`src/rtl/ins_fetch_queue.sv`:
```
`default_nettype none
// ============================================================================
// Module   : ins_fetch_queue
// Purpose  : Instruction prefetch unit. Issues word-aligned requests to the
//            instruction memory and buffers returned words, together with
//            their fetch addresses, in a small FIFO feeding decode. Branch
//            redirects flush the FIFO. A request that is in flight during a
//            redirect is still completed on the bus, but its data is dropped.
// Ports    : clk_i          - clock, rising edge
//            reset_i        - synchronous active-high reset
//            redirect_i     - flush and refetch from redirect_pc_i
//            redirect_pc_i  - new fetch address (bits [1:0] ignored)
//            imem_req_o     - memory request, held until imem_ack_i
//            imem_addr_o    - request address, stable while imem_req_o = 1
//            imem_ack_i     - imem_data_i is valid for the current request
//            imem_data_i    - returned instruction word
//            ins_valid_o    - queue head is valid
//            ins_out_o      - head instruction (0 when not valid)
//            ins_pc_o       - head fetch address (0 when not valid)
//            ins_ready_i    - decode consumes the head this cycle
//            queue_count_o  - number of valid queue entries
// Revision : 1.0 - initial release
// ============================================================================
module ins_fetch_queue #(
    parameter int          DEPTH    = 4,
    parameter logic [31:0] RESET_PC = 32'h0000_0000
) (
    input  logic                       clk_i,
    input  logic                       reset_i,
    input  logic                       redirect_i,
    input  logic [31:0]                redirect_pc_i,
    output logic                       imem_req_o,
    output logic [31:0]                imem_addr_o,
    input  logic                       imem_ack_i,
    input  logic [31:0]                imem_data_i,
    output logic                       ins_valid_o,
    output logic [31:0]                ins_out_o,
    output logic [31:0]                ins_pc_o,
    input  logic                       ins_ready_i,
    output logic [$clog2(DEPTH):0]     queue_count_o
);

    localparam int AW = $clog2(DEPTH);
    localparam int CW = AW + 1;

    localparam logic [1:0] S_IDLE    = 2'd0;   // nothing outstanding
    localparam logic [1:0] S_WAIT    = 2'd1;   // outstanding, data kept
    localparam logic [1:0] S_DISCARD = 2'd2;   // outstanding, data dropped

    logic [1:0]    state_q, state_d;
    logic [31:0]   fetch_pc_q, fetch_pc_d;
    logic [31:0]   imem_addr_q, imem_addr_d;
    logic [CW-1:0] count_q, count_d;
    logic [AW-1:0] rd_ptr_q, rd_ptr_d;
    logic [AW-1:0] wr_ptr_q, wr_ptr_d;

    logic [31:0]   data_q [DEPTH];
    logic [31:0]   pc_q   [DEPTH];

    logic          w_push;
    logic          w_pop;
    logic [CW-1:0] w_count_after;
    logic          w_room_after;

    // Redirect wins over both queue operations.
    assign w_push        = (state_q == S_WAIT) && imem_ack_i && !redirect_i;
    assign w_pop         = (count_q != '0) && ins_ready_i && !redirect_i;
    // Never overflows: a slot is reserved when the request is issued.
    assign w_count_after = count_q + CW'(w_push) - CW'(w_pop);
    assign w_room_after  = (w_count_after < CW'(DEPTH));

    // ------------------------------------------------------------------
    // State register and datapath registers
    // ------------------------------------------------------------------
    always_ff @(posedge clk_i) begin
        if (reset_i) begin
            state_q     <= S_IDLE;
            fetch_pc_q  <= RESET_PC;
            imem_addr_q <= '0;
            count_q     <= '0;
            rd_ptr_q    <= '0;
            wr_ptr_q    <= '0;
        end else begin
            state_q     <= state_d;
            fetch_pc_q  <= fetch_pc_d;
            imem_addr_q <= imem_addr_d;
            count_q     <= count_d;
            rd_ptr_q    <= rd_ptr_d;
            wr_ptr_q    <= wr_ptr_d;
        end
    end

    // Queue storage carries no reset; validity is tracked by count_q.
    always_ff @(posedge clk_i) begin
        if (!reset_i && w_push) begin
            data_q[wr_ptr_q] <= imem_data_i;
            pc_q[wr_ptr_q]   <= imem_addr_q;
        end
    end

    // ------------------------------------------------------------------
    // Next-state logic
    // ------------------------------------------------------------------
    always_comb begin
        state_d = state_q;
        case (state_q)
            S_IDLE: begin
                if (!redirect_i && (count_q < CW'(DEPTH))) begin
                    state_d = S_WAIT;
                end
            end
            S_WAIT: begin
                if (imem_ack_i) begin
                    // Back-to-back issue only for a kept word with room left.
                    state_d = (w_push && w_room_after) ? S_WAIT : S_IDLE;
                end else if (redirect_i) begin
                    state_d = S_DISCARD;
                end
            end
            S_DISCARD: begin
                if (imem_ack_i) begin
                    state_d = S_IDLE;
                end
            end
            default: state_d = S_IDLE;
        endcase
    end

    // Datapath next values
    always_comb begin
        fetch_pc_d  = fetch_pc_q;
        imem_addr_d = imem_addr_q;
        count_d     = w_count_after;
        rd_ptr_d    = w_pop  ? rd_ptr_q + AW'(1) : rd_ptr_q;
        wr_ptr_d    = w_push ? wr_ptr_q + AW'(1) : wr_ptr_q;

        if (redirect_i) begin
            fetch_pc_d = redirect_pc_i & 32'hFFFF_FFFC;
            count_d    = '0;
            rd_ptr_d   = '0;
            wr_ptr_d   = '0;
        end else if (w_push) begin
            fetch_pc_d = imem_addr_q + 32'd4;
        end

        // The address only moves when a new request starts; it is frozen
        // for the whole handshake, including the discard case.
        if ((state_q == S_IDLE) && (state_d == S_WAIT)) begin
            imem_addr_d = fetch_pc_q;
        end else if (w_push && (state_d == S_WAIT)) begin
            imem_addr_d = imem_addr_q + 32'd4;
        end
    end

    // ------------------------------------------------------------------
    // Outputs (all derived from registers only)
    // ------------------------------------------------------------------
    always_comb begin
        imem_req_o    = (state_q == S_WAIT) || (state_q == S_DISCARD);
        imem_addr_o   = imem_addr_q;
        ins_valid_o   = (count_q != '0);
        ins_out_o     = ins_valid_o ? data_q[rd_ptr_q] : 32'd0;
        ins_pc_o      = ins_valid_o ? pc_q[rd_ptr_q]   : 32'd0;
        queue_count_o = count_q;
    end

endmodule
`default_nettype wire

```
`config.mk`:
```
export PLATFORM = sky130hd
export DESIGN_NAME = ins_fetch_queue
export DESIGN_NICKNAME = d
export VERILOG_FILES = /design/src/rtl/ins_fetch_queue.sv
export SDC_FILE = /design/constraint.sdc
export NUM_CORES = 1
export LEC_CHECK = 0
export ABC_AREA = 1
export CORE_ASPECT_RATIO = 0.7
export CORE_MARGIN = 8
export CORE_UTILIZATION = 37
export CTS_CLUSTER_SIZE = 12
export DETAILED_ROUTE_END_ITERATION = 8
export PLACE_DENSITY = 0.69
export SLEW_MARGIN = 20
export SYNTH_ARGS = -nofsm -noshare
export SYNTH_HDL_FRONTEND = slang
export SYNTH_SLANG_ARGS = --single-unit
```
`constraint.sdc`:
```
create_clock -name clk_i -period 5.2 [get_ports clk_i]
set_clock_uncertainty 0.2 [all_clocks]
set_input_delay 1.56 -clock clk_i [delete_from_list [all_inputs] [get_ports clk_i]]
set_output_delay 1.56 -clock clk_i [all_outputs]
set_load 0.01 [all_outputs]
```
==> impl_metrics.yaml <==
status:
  status: "finished, final reports clean"
global_route:
  grt_pass1_vias: 10500
  grt_pass1_wl_mm: 59.1
  grt_usage_pct: 16.4
  grt_max_degree: 65
  globalRoute.totalOverflow: 0
  antenna_found_initial: 1
final_layout:
  seq_area_sq_um: 9190
  fillers: 3474
  finalNetCount: 1690
  layout-drive-gt1-share_pct: 6.06
  fin_area_sq_um: 17600
  diodes: 0
  area_delta_synth_final_pct: 24.8
  multiInputGateArea_sq_um: 4310
synthesis:
  syn_avg_cell_area_sq_um: 9.74
  async_flop_share_pct: 0
  syn_inst: 1451
  synth_enable_flop_cells: 256
  yosysMostFrequentCell: "nor2_1"
  synth_ff_type: "edfxtp_1"
  synth_common_cells: "331 x nor2_1, 256 x edfxtp_1, 249 x nand2_1, 140 x o21ai_0, 101 x a21oi_1"
  synth_mux_area_share_pct: 0
  synth_top_area_share_pct: 54.4
  synth_warnings: 0
  synthesis.area_sq_um: 14100
  synth_top_family_by_area: "simple AND/OR/NAND/NOR gates"
  yosys.area_share.simple_pct: 18.1
  ys_types: 32
  synthTopCellsByArea: "edfxtp_1 54%, dfxtp_1 11%, nor2_1 8.8%, nand2_1 6.6%, o21ai_0 5.0%"
  synthesis.nets: 1532
  synthXorXnorAreaFrac_pct: 0.620
  ys_seq_area_share_pct: 65.0
  synth_compound_area_share_pct: 10.5
  synth.largest_area_cell: "edfxtp_1"
  yosys_register_bits: 331
  yosys.area_share.adder_pct: 1.12
sta:
  slew_headroom_pct: 40.8
  setup_viol: 0
  worst_pin_slew_ps: 887
  hold_viol: 0
  rsz0062_at_grt: "false"
  finalCritPeriodShare_pct: 91.3
  fin_crit_ps: 4750
  fmax_mhz: 211
  maxSlewViolCount: 0
  hold-worst-slack_ps: 268
die:
  die_h_um: 179
  coreArea_sq_um: 38100
  io_pins: 170
  num_rows: 60
  die_w_um: 250
  die_area_sq_um: 44800
  start_util_pct: 37.1
clocking:
  clk_pin_slew_ps: 60
  clock_sinks: 331
  insertion_delay_ps: 520
  post-cts-setup-buffers: 0
  ctsResizeCount: 0
  htreeDepth: 2
  holdBufCountCts: 0
  numCtsBuffers: 37
  clock_path_buffers: 3
  root_buffer: "clkbuf_16"
  cts_tree: "built"
detailed_routing:
  wl_per_cell_um: 17.7
  first_pass_iters: 5
  final_antenna_net_count: 0
  routed_via_density: 5.06
  drt_iter0_markers: 888
  vias: 10800
  routed_wirelength_mm: 37.6
  drc_errors: 0
critical_path:
  crit_slowest_cell: "dfxtp_2"
  crit_chain: "inv_2, buf_4, nor2_1, o21ai_0, a21oi_1, clkdlybuf4s50_1"
  critical_path_class: "reg2out"
  critPathArrivalTime_ps: 2990
  critPathMaxStageDelay_ps: 630
  r2r_setup_slack_ps: 1310
  end_kind: "primary output"
  crit_fanout: 25
  critPathRequiredTime_ps: 3440
  start_kind: "flip-flop"
place:
  gp_congestion: 0.853
  place_hpwl_mm: 23.8
  dpl-instance-area_sq_um: 16400
  port_buffers: 167
power_and_ir_drop:
  cellPowerDensity_nw_per_um2: 345
  p_leak_nw: 6.21
  vdd_drop_max_uv: 254
min_path:
  hp-class: "reg2reg"
flow_run:
  maxCapViolCount: 0
area by class of cell:
type / instances / share of cell area [%]
clock buffers: 51 / 5.85
multi-input cells: 953 / 24.5
well taps: 496 / 3.52
inverters: 92 / 1.97
repair buffers: 194 / 11.2
flip-flops and latches: 331 / 52.2
clock inverters: 13 / 0.824
stage by stage:
step	setup slack, ps	instances	utilization [%]	power [mW]	TNS (ps)
3_5_place_dp	425	2066	43.2	3.59	0
2_1_floorplan	-295	1451	-	3.31	-75640
3_3_place_gp	469	2066	43.2	3.58	0
5_1_grt	224	2130	46.3	6.30	0
4_1_cts	364	2130	46.3	6.15	0
6_report	454	2130	46.3	6.08	0
layer usage:
layer | vias up | GRT usage (%) | routed length, um
li1 | 5216 | - | -
met1 | 5147 | 22.5 | 17300
met2 | 353 | 26.4 | 17100
met3 | 53 | 3.88 | 2700
met4 | 2 | 3.25 | 525
met5 | - | 0 | 16
critical path: cells and delay by family, from the launching register on:
| family | cells | cell delay [ps] |
|---|---|---|
| AO/OA/AOI/OAI | 2 | 370 |
| buffers and inverters | 3 | 1320 |
| AND/OR/NAND/NOR | 1 | 120 |
| flip-flops | 1 | 630 |
layout by cell type, fill, tap and decap left out, types with 3 or more instances in the layout:
| master | instances |
|---|---|
| nor2_1 | 326 |
| edfxtp_1 | 256 |
| nand2_1 | 249 |
| clkdlybuf4s50_1 | 167 |
| o21ai_0 | 140 |
| a21oi_1 | 101 |
| inv_1 | 86 |
| dfxtp_1 | 73 |
| nand3_1 | 50 |
| clkbuf_16 | 39 |
| a31oi_1 | 28 |
| buf_4 | 19 |
| ha_1 | 11 |
| clkbuf_1 | 11 |
| o21ai_1 | 9 |
| buf_12 | 8 |
| nor2_4 | 7 |
| xor2_1 | 7 |
| inv_2 | 5 |
| clkinv_2 | 5 |
| o211ai_1 | 4 |
| xnor2_1 | 3 |
| nand4_1 | 3 |
| nor3_1 | 3 |
| bufinv_16 | 3 |
| clkinv_1 | 3 |
flip-flops by register name, indices dropped and copies added, names as in the netlist, named ones only:
name and flops:
wr_ptr_q 2, state_q 2, queue_count_o 3, pc_q 128, rd_ptr_q 2, fetch_pc_q 32
imem_addr_o 32, data_q 128
worst paths after layout:
path              depth (start not counted)                   startpoint                           end
setup reg to reg                         19  queue_count_o[1]$_SDFF_PP0_  imem_addr_o[31]$_SDFFE_PP0P_
setup / recovery                          6                    flip-flop                  ins_out_o[2]
hold / removal                            2  fetch_pc_q[12]$_SDFFE_PP0P_   fetch_pc_q[12]$_SDFFE_PP0P_
hold reg to reg                           2  fetch_pc_q[12]$_SDFFE_PP0P_   fetch_pc_q[12]$_SDFFE_PP0P_
logic make-up after synthesis:
logic type      after synthesis
simple gates                646
flops                       331
compound gates              285
buf+inv                     167
fa+ha+maj                    12
xor+xnor                     10
where the power goes:
group	leakage (nW)	total [mW]	internal, mW	switching (mW)
sequential	2.87	3.04	2.93	0.112
clock	0.568	2.54	1.53	1.01
combinational	2.77	0.502	0.218	0.284
Note: power is estimated with default switching activity, not from simulation.
